<file path="src/rtl/serial_adder.sv">
// Digit-serial adder/subtractor: consumes DIGIT bits per clock, LSB digit first,
// with a valid/ready handshake on both sides and registered result flags.
module serial_adder #(
   parameter int WIDTH = 8,
   parameter int DIGIT = 1
) (
   input  logic             clk,
   input  logic             rst,
   input  logic             in_valid,
   output logic             in_ready,
   input  logic [WIDTH-1:0] a,
   input  logic [WIDTH-1:0] b,
   input  logic             sub,
   output logic             out_valid,
   input  logic             out_ready,
   output logic [WIDTH-1:0] sum,
   output logic             carry,
   output logic             overflow
);

   localparam int NDIG = WIDTH / DIGIT;
   localparam int CNTW = (NDIG > 1) ? $clog2(NDIG) : 1;
   localparam logic [CNTW-1:0] LAST_DIG = CNTW'(NDIG - 1);

   typedef enum logic [1:0] {IDLE, RUN, DONE} state_e;

   state_e           state_q;
   logic [WIDTH-1:0] a_q, b_q, sum_q;
   logic [CNTW-1:0]  cnt_q;
   logic             cy_q, carry_q, ovf_q;

   logic [DIGIT-1:0] dig_a, dig_b, dig_s;
   logic             dig_co;
   logic [WIDTH-1:0] sum_d;
   logic             ovf_d;

   // Operands shift right each RUN cycle so the active digit always sits at bit 0;
   // result digits enter at the top, leaving the full sum aligned after NDIG cycles.
   always_comb begin
      dig_a           = a_q[DIGIT-1:0];
      dig_b           = b_q[DIGIT-1:0];
      {dig_co, dig_s} = {1'b0, dig_a} + {1'b0, dig_b} + {{DIGIT{1'b0}}, cy_q};
      sum_d           = WIDTH'({dig_s, sum_q} >> DIGIT);
      // Carry into the MSB is recovered as a ^ b ^ s of that bit.
      ovf_d           = dig_co ^ dig_a[DIGIT-1] ^ dig_b[DIGIT-1] ^ dig_s[DIGIT-1];
   end

   // NOTE: all state uses non-blocking assignments so every register samples
   // pre-edge values, independent of statement order inside the block.
   always_ff @(posedge clk or posedge rst) begin
      if (rst) begin
         state_q <= IDLE;
         a_q     <= '0;
         b_q     <= '0;
         sum_q   <= '0;
         cnt_q   <= '0;
         cy_q    <= 1'b0;
         carry_q <= 1'b0;
         ovf_q   <= 1'b0;
      end else begin
         case (state_q)
            IDLE: begin
               if (in_valid) begin
                  a_q     <= a;
                  b_q     <= sub ? ~b : b;
                  cy_q    <= sub;
                  cnt_q   <= '0;
                  state_q <= RUN;
               end
            end
            RUN: begin
               a_q   <= a_q >> DIGIT;
               b_q   <= b_q >> DIGIT;
               sum_q <= sum_d;
               cy_q  <= dig_co;
               cnt_q <= cnt_q + 1'b1;
               if (cnt_q == LAST_DIG) begin
                  carry_q <= dig_co;
                  ovf_q   <= ovf_d;
                  state_q <= DONE;
               end
            end
            DONE: begin
               if (out_ready) state_q <= IDLE;
            end
            default: state_q <= IDLE;
         endcase
      end
   end

   assign in_ready  = (state_q == IDLE);
   assign out_valid = (state_q == DONE);
   assign sum       = sum_q;
   assign carry     = carry_q;
   assign overflow  = ovf_q;

endmodule

</file>
<file path="config.mk">
export PLATFORM = sky130hd
export DESIGN_NAME = serial_adder
export DESIGN_NICKNAME = d
export VERILOG_FILES = /design/src/rtl/serial_adder.sv
export SDC_FILE = /design/constraint.sdc
export NUM_CORES = 1
export LEC_CHECK = 0
export CAP_MARGIN = 20
export CORE_ASPECT_RATIO = 0.8
export CORE_MARGIN = 5
export CORE_UTILIZATION = 39
export CTS_BUF_LIST = sky130_fd_sc_hd__clkbuf_8
export CTS_CLUSTER_DIAMETER = 200
export DETAILED_ROUTE_END_ITERATION = 16
export GPL_TIMING_DRIVEN = 0
export PLACE_DENSITY_LB_ADDON = 0.3
export REMOVE_ABC_BUFFERS = 1
export SYNTH_ARGS = -nofsm -noshare
export SYNTH_HDL_FRONTEND = slang
export SYNTH_SLANG_ARGS = --single-unit
</file>
<file path="constraint.sdc">
create_clock -name clk -period 1.6 [get_ports clk]
set_clock_uncertainty 0.2 [all_clocks]
set_input_delay 0.24 -clock clk [delete_from_list [all_inputs] [get_ports clk]]
set_output_delay 0.24 -clock clk [all_outputs]
set_load 0.005 [all_outputs]
</file>
Yosys cells after proc, flatten, opt, wreduce, memory -nomap -nowiden
Cells that the tools add are included.
{"block": "classes", "eq_ne": 6, "n_bitwise": 4, "n_reduce_logical": 5, "n_addsub": 3, "muxes": 13}
{"op": "8-bit case mux with 2 select lines", "n": 2}
{"op": "8-bit 2-to-1 mux", "n": 3}
{"op": "8-bit inverter", "n": 1}
{"op": "2-bit 2-to-1 mux", "n": 3}
{"op": "2-bit case mux with 3 select lines", "n": 1}
{"op": "3-bit case mux with 2 select lines", "n": 1}
{"op": "2-bit != test (second input constant)", "n": 2}
{"op": "2-bit AND reduction", "n": 2}
{"op": "3-bit by 1-bit adder with 3-bit output (second input constant)", "n": 1}
{"op": "3-bit == test (second input constant)", "n": 1}
{"op": "3-bit 2-to-1 mux", "n": 1}
{"op": "3-bit AND reduction", "n": 1}
{"op": "1-bit bitwise XOR", "n": 3}
{"op": "1-bit by 1-bit adder with 2-bit output", "n": 1}
{"op": "2-bit by 1-bit adder with 2-bit output", "n": 1}
{"op": "2-bit by 1-bit == test with 1-bit output (second input constant)", "n": 1}
{"op": "2-bit == test (second input constant)", "n": 1}
{"op": "2-bit zero test", "n": 1}
{"op": "2-bit by 1-bit != test with 1-bit output (second input constant)", "n": 1}
{"op": "1-bit case mux with 2 select lines", "n": 1}
{"op": "2-bit nonzero test", "n": 1}
{"op": "1-bit 2-to-1 mux", "n": 1}
{"block": "word_totals", "wordCells": 39, "input_bits": 21, "ff_bits": 32, "out_inout_bits": 12}

Longest topological paths before layout
Gate-level depths: netlist of run 1.
{"block": "depth", "word_depth": 5, "depth_mapped": 5, "ltp_nobuf": 5}

Worst setup path before layout of run 1
Ideal clock, no wire load.
{"block": "synth_path", "path_kind": "register to register", "from": "register cnt_q[0]", "to": "register carry_q (netlist: carry)", "setup_ns": 0.125, "slack_ns": 0.079, "stages_incl_launch_ff": 5, "arrival_time_ns": 1.197, "t_required_ns": 1.275, "path_buffers": 0, "period_less_slack_ns": 1.521, "cell_sequence": "dfrtp_1 -> ha_1 -> ha_1 -> nand3b_1 -> mux2_2"}
{"block": "synth_via", "elab_chain_len": 2}
{"item": "start, declared", "line_no": "29", "text": "logic [CNTW-1:0] cnt_q;"}
{"item": "start signal, assigned", "line_no": "76", "text": "cnt_q <= cnt_q + 1'b1;"}
{"item": "3-bit == test", "line_no": "77", "text": "if (cnt_q == LAST_DIG) begin"}
{"item": "2-bit AND reduction (no line)"}
{"item": "end signal, assigned", "line_no": "78", "text": "carry_q <= dig_co;"}
{"item": "end, declared", "line_no": "30", "text": "logic cy_q, carry_q, ovf_q;"}
No other way between the ends.
A chain may end at the register's enable or synchronous reset.

Worst setup path after layout of run 1
{"block": "layout_path", "from": "register cnt_q[1]", "to": "register carry_q (netlist: carry)"}
Same word-level chain as after synthesis.

==> impl_metrics.py, run 1 <==
metrics = {
    "job": {
        "drv_cap": 0,
    },
    "floorplan": {
        "die_h_um": 65.6,
        "core_area_um2": 3750,
        "fp.dieW_um": 79.5,
        "fp.dieArea_um2": 5210,
        "initial_core_util_pct": 40.1,
        "fp-row-count": 20,
        "io_pins": 33,
    },
    "clocking": {
        "cts.sinks": 32,
        "holdBufCountCts": 0,
        "insertion_delay_ps": 290,
        "cts-root-buf": "clkbuf_8",
        "clk_pin_slew_worst_paths_ps": 70,
        "clk_path_buf_depth": 2,
        "numCtsBuffers": 5,
        "h-tree-depth": 2,
        "cts_tree": "yes",
    },
    "finish": {
        "num-fill-cells": 304,
        "num_antenna_cells": 0,
        "num-nets-final": 211,
        "multi_input_area_um2": 688,
        "syn_to_final_growth_pct": 48.8,
        "utilization_pct": 59.7,
        "drive_gt1_share_pct": 31.6,
        "ff_latch_area_um2": 805,
    },
    "placement": {
        "gp_congestion": 0.769,
        "io_buffers": 32,
        "hpwl_um": 2170,
    },
    "routing": {
        "drc": 0,
        "via_per_inst": 5.33,
        "drt-wirelength-per-cell_um": 17.4,
        "wirelength_um": 4020,
        "dr.pass1.iters": 4,
        "postRouteAntennaNets": 0,
        "vias": 1232,
        "drtIter0Drc": 51,
    },
    "synthesis": {
        "synth_area_um2": 1510,
        "ys_seq_area_share_pct": 53.2,
        "synth_seq_cells": 32,
        "ys_types": 28,
        "async_flop_share_pct": 100,
        "netlist_instances": 129,
        "synth-edff-count": 0,
        "avgSynthCellArea_um2": 11.7,
        "synth_flop_cell": "dfrtp_1",
        "synth_warnings": 0,
    },
    "power_and_ir_drop": {
        "pwr-share-clk_pct": 16.1,
        "pwr-share-seq_pct": 34.6,
        "p_per_area_nw_per_um2": 1790,
        "p_sw_share_pct": 33.9,
        "comb_power_share_pct": 49.4,
        "power_mw": 4.02,
        "ir_drop_uv": 575,
        "power.switching_mw": 1.36,
        "p_leak_nw": 1.07,
        "internal_power_mw": 2.66,
    },
    "timing": {
        "hold_viol": 0,
        "slew_viol_final": 0,
        "min_period_over_period_pct": 99.5,
        "slew_headroom_pct": 62.4,
        "fmax_mhz": 628,
        "setup_viol": 0,
        "worst_slew_pin_slew_ps": 564,
        "fin_hold_ws_ps": 98.7,
        "finalCriticalPeriod_ps": 1590,
    },
    "worst_setup_path": {
        "crit_path_end_kind": "register",
        "worst_ep_required_time_ps": 1560,
        "critical_path_arrival_ps": 1560,
        "path_class": "reg -> reg",
        "startpoint_type": "register",
        "path_max_fanout": 2,
    },
    "grt": {
        "grt_antenna_before_repair": 0,
        "grt-ovfl-total": 0,
        "grt_pass1_vias": 1217,
        "grt_max_degree": 22,
        "grt_pass1_wl_um": 5750,
        "grt_usage_pct": 14.6,
    },
    "min_path": {
        "hold_path.class": "in -> async",
    },
    "status": {
        "status": "complete, no violations",
    },
}
-- cell families (layout without fill, tap and decap cells) --
group                    after synthesis  after routing  synth area share [%]
buffers and inverters                 12             68                  5.23
AO/OA/AOI/OAI                         31             32                  14.5
AND/OR/NAND/NOR                       32             33                  10.9
multiplexers                           9              9                  6.73
flip-flops                            32             32                  53.2
XOR/XNOR                               9              9                  5.23
adder cells (fa/ha/maj)                4              4                  4.32
-- final timing paths --
| kind | start | slack (ps) | depth (start not counted) | to |
|---|---|---|---|---|
| max in group asynchronous | rst | 590 | 3 | state_q[0] |
| worst min register to register | b_q[7] | 280 | 2 | b_q[7] |
| min in group clk | in_valid | 270 | 2 | a_q[7] |
| worst max-delay path | cnt_q[1] | 9 | 4 | carry |
| worst max register to register | cnt_q[1] | 9 | 4 | carry |
| worst min-delay path | rst | 100 | 2 | sum[5] |
-- routing by layer --
metal  global-route usage [%]  routed length (um)  up-vias
li1                         -                   -      569
met1                     18.0                1660      615
met2                     23.2                2070       41
met3                     4.11                 218        7
met4                     7.94                  65        0
met5                        0                   0        -
-- worst max-delay path, cell delays in order, from the launching register on --
cell and delay (ps):
dfrtp_1 390, ha_1 180, ha_1 200, nand3b_1 130
mux2_2 360
-- synth_stat cells, types with 3 or more instances --
| library cell | instances | share of area (%) |
|---|---|---|
| dfrtp_1 | 32 | 53 |
| nand2_1 | 15 | 3.7 |
| o21ai_0 | 10 | 3.3 |
| mux2_2 | 9 | 6.7 |
| xnor2_1 | 8 | 4.7 |
| a22oi_1 | 7 | 3.5 |
| buf_2 | 6 | 2.0 |
| nand3b_1 | 5 | 2.5 |
| nor2_1 | 5 | 1.2 |
| o211ai_1 | 4 | 2.0 |
| a221o_1 | 3 | 2.0 |
| nor2b_1 | 3 | 1.2 |
-- stage by stage --
stage / setup slack [ps] / std cells / TNS (ps) / area [um^2]
2_1_floorplan: -269 / 119 / -5370 / 1440
3_3_place_gp: -750 / 195 / -24950 / 1810
4_1_cts: 4.66 / 220 / 0 / 2080
6_report: 8.69 / 231 / 0 / 2240
3_5_place_dp: -562 / 197 / -10610 / 1850
5_1_grt: -42.3 / 231 / -138 / 2240
-- cells in the final DEF (no fill, tap or decap), types with 2 or more instances in the layout --
master,n
dfrtp_1,29
buf_4,20
clkdlybuf4s50_1,19
nand2_1,15
o21ai_0,10
dlymetal6s2s_1,10
mux2_2,9
xnor2_1,8
a22oi_1,7
clkbuf_8,6
nand3b_1,5
o211ai_1,4
a221o_1,3
dfrtp_2,3
nor2b_4,2
a22o_1,2
nor2_1,2
a21oi_1,2
nor2b_2,2
inv_1,2
nor2_2,2
fa_1,2
ha_1,2
clkinv_2,2
buf_2,2
buf_6,2
-- power groups by stage --
stage | combinational (mW) | sequential, mW | clock (mW)
final | 1.99 | 1.39 | 0.646
after global routing | 2.15 | 1.43 | 0.687
after CTS | 1.73 | 1.38 | 0.653
after detailed placement | 1.33 | 1.48 | 0
after global placement | 1.23 | 1.45 | 0
after floorplan | 0.772 | 1.41 | 0
-- flip-flops by register name (all words and copies together) (netlist names) --
signal and count:
sum 8, overflow 1, carry 1, a_q 8, state_q 2, cnt_q 3, b_q 8, cy_q 1
-- area by class of cell --
cell class,instances,share of cell area (%)
clock buffers,6,3.68
clock inverters,2,0.446
inverters,2,0.335
multi-input cells,87,30.7
flip-flops and latches,32,35.9
well taps,44,2.46
repair buffers,58,26.5
-- what timing repair did --
item                       4_1_cts  5_1_grt
setup buffers                   16        8
setup endpoints to repair       40       24
gates resized for setup         19       18
pin swaps                        1        4
cloned                           0        3
(Power assumes the default switching activity.)
==> run 2, diff against run 1 <==
CTS_CLUSTER_SIZE = 14   (was not set)
REMOVE_ABC_BUFFERS = not set   (was 1)
SLEW_MARGIN = 20   (was not set)
==> run 2 against run 1 <==
  * Core utilization shrank 2.1 points
  * Setup slack better by 19 ps
  * Total power increased by 1.0%
  * Combinational power decreased by 9%
  * Cell area decreased by 3.6%
  * Non-clock buffer count is the same
  * Clock power grew 32%
  * Sequential cell count unchanged
  * Routed wire length fell by 18%
  * Count of clock-buffer cells in the layout up 1
  * Die area stayed put
  * Final cell count shrank 0.87%
  * Critical path type unchanged
  * Largest power group unchanged
==> impl_metrics.py, run 2 (synthesis gave the netlist of run 1 again) <==
metrics = {
    "timing": {
        "hold_viol": 0,
        "fmax_mhz": 636,
        "setup-tns-final_ps": 0,
        "setup_viol": 0,
        "worst_slew_pin_slew_ps": 655,
        "min_period_over_period_pct": 98.3,
        "finalCriticalPeriod_ps": 1570,
        "slew_headroom_pct": 56.3,
        "slew_viol_final": 0,
        "fin_hold_ws_ps": 169,
    },
    "grt": {
        "grt_pass1_wl_um": 5410,
        "grt-ovfl-total": 0,
        "grt_pass1_vias": 1183,
        "grt_antenna_before_repair": 0,
        "grt_max_degree": 33,
        "grt_usage_pct": 13.7,
    },
    "placement": {
        "placed_area_um2": 1870,
        "dp.cells": 204,
        "io_buffers": 31,
        "gp_congestion": 0.701,
        "hpwl_um": 2160,
    },
    "clocking": {
        "cts.sinks": 32,
        "clk_pin_slew_worst_paths_ps": 70,
        "numCtsBuffers": 5,
        "cts_tree": "yes",
        "clk_path_buf_depth": 2,
        "cts-root-buf": "clkbuf_8",
        "insertion_delay_ps": 290,
        "holdBufCountCts": 0,
        "h-tree-depth": 2,
    },
    "finish": {
        "num_antenna_cells": 0,
        "final_cell_mix": "dfrtp_1, clkdlybuf4s50_1, buf_4",
        "drive_gt1_share_pct": 29.2,
        "fin_area_um2": 2160,
        "layout_commonest_cell": "dfrtp_1",
        "num-nets-final": 209,
        "finalNonFillerCells": 229,
        "syn_to_final_growth_pct": 43.5,
    },
    "worst_setup_path": {
        "crit_path_end_kind": "register",
        "max_stage_delay_ps": 570,
        "crit_chain": "inv_2 -> fa_1 -> xor2_1 -> o21ai_1",
        "critical_path_arrival_ps": 1550,
        "path_class": "reg -> reg",
        "startpoint_type": "register",
        "worst_ep_required_time_ps": 1580,
        "path_max_fanout": 3,
        "crit_slowest_cell": "fa_1",
    },
    "routing": {
        "wirelength_um": 3280,
        "via_per_inst": 5.11,
        "drtIter0Drc": 51,
        "vias": 1170,
        "drc": 0,
        "postRouteAntennaNets": 0,
        "drt-wirelength-per-cell_um": 14.3,
        "dr.pass1.iters": 4,
    },
    "status": {
        "status": "complete, no violations",
    },
    "power_and_ir_drop": {
        "p_leak_nw": 1.00,
        "ir_drop_uv": 643,
        "p_per_area_nw_per_um2": 1880,
        "power_mw": 4.06,
    },
    "min_path": {
        "hold_path.class": "in -> async",
    },
    "floorplan": {
        "fp.dieArea_um2": 5210,
        "initial_core_util_pct": 40.1,
        "fp-row-count": 20,
        "fp.dieW_um": 79.5,
        "io_pins": 33,
        "die_h_um": 65.6,
        "core_area_um2": 3750,
    },
    "job": {
        "drv_cap": 0,
    },
    "synthesis": {
        "synth_nets": 154,
    },
}
[run 2: cell count changes in the layout (fill, tap and decap cells not counted), moves of 2 or more]
cell,before,now
buf_4,20,16
inv_2,0,2
clkinv_2,2,0
nor2_1,2,4
nor2b_2,2,0
clkdlybuf4s50_1,19,21
buf_6,2,4
dlymetal6s2s_1,10,6
inv_1,2,0
buf_2,2,6
[run 2: critical path: cells and delay by family, from the launching register on]
family                   cells  cell delay, ps
XOR/XNOR                     1             170
adder cells (fa/ha/maj)      1             570
AO/OA/AOI/OAI                1              80
buffers and inverters        1              50
flip-flops                   1             390
[run 2: path summary, 6_finish.rpt]
check / end / slack [ps] / depth (start not counted) / startpoint
worst max-delay path: overflow / 30 / 4 / cy_q
worst min-delay path: sum[1] / 170 / 2 / rst
worst max register to register: overflow / 30 / 4 / cy_q
worst min register to register: a_q[5] / 290 / 2 / a_q[5]
max in group asynchronous: state_q[1] / 560 / 2 / rst
min in group clk: b_q[7] / 230 / 3 / sub
[run 2: timing repair]
| item | 4_1_cts | 5_1_grt |
|---|---|---|
| endpoints found under the setup margin | 10 | 16 |
| hold endpoints to repair | 0 | 0 |
| buffers inserted | 7 | 10 |
| pin swaps | 3 | 4 |
| gates cloned | 0 | 0 |
| gates resized for setup | 13 | 15 |
[run 2: routing by layer]
layer  GRT usage, %  part of all wire (%)  vias up
met5              0                     0        -
met2           21.6                    49       40
met3           4.25                   6.0       10
met1           16.6                    42      560
met4           8.15                   2.8        0
li1               -                     -      560
[run 2: metrics by stage]
stage	util (%)	worst slack [ps]
4_1_cts	54.8	-6.61
2_1_floorplan	-	78.5
3_3_place_gp	49.9	-278
5_1_grt	57.6	-24.3
3_5_place_dp	49.9	-197
6_report	57.6	27.2
[run 2: area by class of cell]
type | instances | area [um^2]
Buffer | 10 | 77.6
Clock buffer | 7 | 96.3
Clock inverter | 1 | 30.0
Fill cell | 309 | 1590
Inverter | 2 | 7.51
Multi-Input combinational cell | 85 | 648
Sequential cell | 32 | 803
Tap cell | 44 | 55.1
Timing Repair Buffer | 48 | 444
[run 2: power by group]
group | switching (mW) | internal [mW]
Clock | 0.301 | 0.549
Combinational | 0.708 | 1.12
Sequential | 0.224 | 1.17
Total | 1.23 | 2.83
==> run 3, diff against run 2 <==
TNS_END_PERCENT = 30   (was not set)
==> run 3 against run 2 <==
  * Core utilization shrank 2.7 points
  * Sequential share of layout area grew 1.8 points
  * Sequential power is essentially flat
  * Sequential cell count is the same
  * Die area is the same
  * Maximum frequency grew 0.34%
  * Non-clock buffer count shrank 11
  * Largest power group unchanged
==> impl_metrics.py, run 3 (synthesis gave the netlist of run 1 again) <==
metrics = {
    "floorplan": {
        "io_pins": 33,
        "core_area_um2": 3750,
        "die_h_um": 65.6,
        "initial_core_util_pct": 40.1,
        "fp.dieW_um": 79.5,
        "fp-row-count": 20,
        "fp.dieArea_um2": 5210,
    },
    "timing": {
        "hold_viol": 0,
        "setup-tns-final_ps": 0,
        "worst_slew_pin_slew_ps": 656,
        "setup_viol": 0,
        "fmax_mhz": 638,
        "fin_hold_ws_ps": 166,
        "slew_viol_final": 0,
        "min_period_over_period_pct": 98.0,
        "rsz0062_at_grt": "yes",
        "finalCriticalPeriod_ps": 1570,
        "slew_headroom_pct": 56.2,
    },
    "worst_setup_path": {
        "crit_path_end_kind": "register",
        "crit_slowest_cell": "dfrtp_1",
        "worst_ep_required_time_ps": 1570,
        "crit_buf_inv": 3,
        "crit_chain": "buf_6 -> nor2b_4 -> buf_6 -> buf_8 -> a221o_1",
        "reg2reg_slack_ps": 30,
        "max_stage_delay_ps": 420,
        "startpoint_type": "register",
        "path_max_fanout": 10,
        "critical_path_arrival_ps": 1530,
        "reg2reg_from": "state_q[0]",
        "path_delay_family": "flip-flops",
        "path_class": "reg -> reg",
        "path_common_cell": "buf_6",
        "startpoint": "state_q[0]",
        "reg2regPathDepth": 5,
        "r2r-end": "b_q[4]",
    },
    "clocking": {
        "h-tree-depth": 2,
        "cts-root-buf": "clkbuf_8",
        "insertion_delay_ps": 280,
        "numCtsBuffers": 5,
        "clk_pin_slew_worst_paths_ps": 70,
        "cts_tree": "yes",
        "clk_path_buf_depth": 2,
        "holdBufCountCts": 0,
        "cts.sinks": 32,
    },
    "finish": {
        "num-nets-final": 198,
        "drive_gt1_share_pct": 24.7,
        "layout_commonest_cell": "dfrtp_1",
        "fin_area_um2": 2060,
        "syn_to_final_growth_pct": 36.8,
        "final_cell_mix": "dfrtp_1, clkdlybuf4s50_1, nand2_1",
        "num_antenna_cells": 0,
    },
    "placement": {
        "io_buffers": 31,
        "gp_congestion": 0.701,
        "placed_area_um2": 1870,
        "hpwl_um": 2160,
    },
    "grt": {
        "grt_usage_pct": 13.6,
        "grt-ovfl-total": 0,
        "grt_max_degree": 33,
        "grt_pass1_wl_um": 5330,
        "grt_antenna_before_repair": 0,
        "grt_pass1_vias": 1153,
    },
    "power_and_ir_drop": {
        "p_leak_nw": 0.935,
        "p_per_area_nw_per_um2": 1840,
        "power_mw": 3.79,
        "ir_drop_uv": 640,
    },
    "routing": {
        "drt-wirelength-per-cell_um": 14.2,
        "wirelength_um": 3100,
        "drc": 0,
        "via_per_inst": 5.14,
        "postRouteAntennaNets": 0,
        "drtIter0Drc": 14,
        "vias": 1121,
        "dr.pass1.iters": 4,
    },
    "min_path": {
        "hold_path.class": "in -> async",
    },
    "status": {
        "status": "complete, no violations",
    },
    "job": {
        "drv_cap": 0,
    },
    "synthesis": {
        "synth_nets": 154,
    },
}
-- run 3: worst max path at each step --
stage                         to  cells past startpoint
after floorplan            carry                      4
after global placement    a_q[7]                      2
after detailed placement  b_q[5]                      5
after CTS                 b_q[3]                      5
after global routing      sum[1]                      5
final                     b_q[4]                      5
-- run 3: final cells by class --
type	instances	area, um^2
multi-input combinational	85	643
sequential	32	803
clock buffer	7	96.3
tap	44	55.1
inverter	2	7.51
clock inverter	1	30.0
buffer	10	77.6
fill	320	1690
timing repair buffer	37	348
-- run 3: where the power goes --
group / total (mW) / internal, mW / switching, mW
registers: 1.39 / 1.17 / 0.228
logic: 1.55 / 0.914 / 0.636
clock network: 0.846 / 0.549 / 0.297
-- run 3: through the flow --
stage          utilization (%)  worst slack [ps]  instances
5_1_grt                   54.9             -14.9        218
2_1_floorplan                -              78.5        129
6_report                  54.9              32.6        218
3_3_place_gp              49.9              -278        204
3_5_place_dp              49.9              -197        204
4_1_cts                   53.6             -6.61        214
-- run 3: what timing repair did --
| action | CTS | global route |
|---|---|---|
| buffers inserted | 2 | 4 |
| endpoints found under the setup margin | 10 | 11 |
| endpoints found under the hold margin | 0 | 0 |
| pin swaps | 3 | 4 |
| resized for setup | 18 | 11 |
-- run 3: per-layer routing --
layer / routed length [um] / share of wire (%) / global-route usage (%) / vias to the layer above
met4: 104 / 3.4 / 8.15 / 0
li1: - / - / - / 538
met3: 160 / 5.2 / 4.25 / 11
met1: 1310 / 42 / 16.6 / 537
met2: 1530 / 49 / 20.9 / 35
met5: 0 / 0 / 0 / -
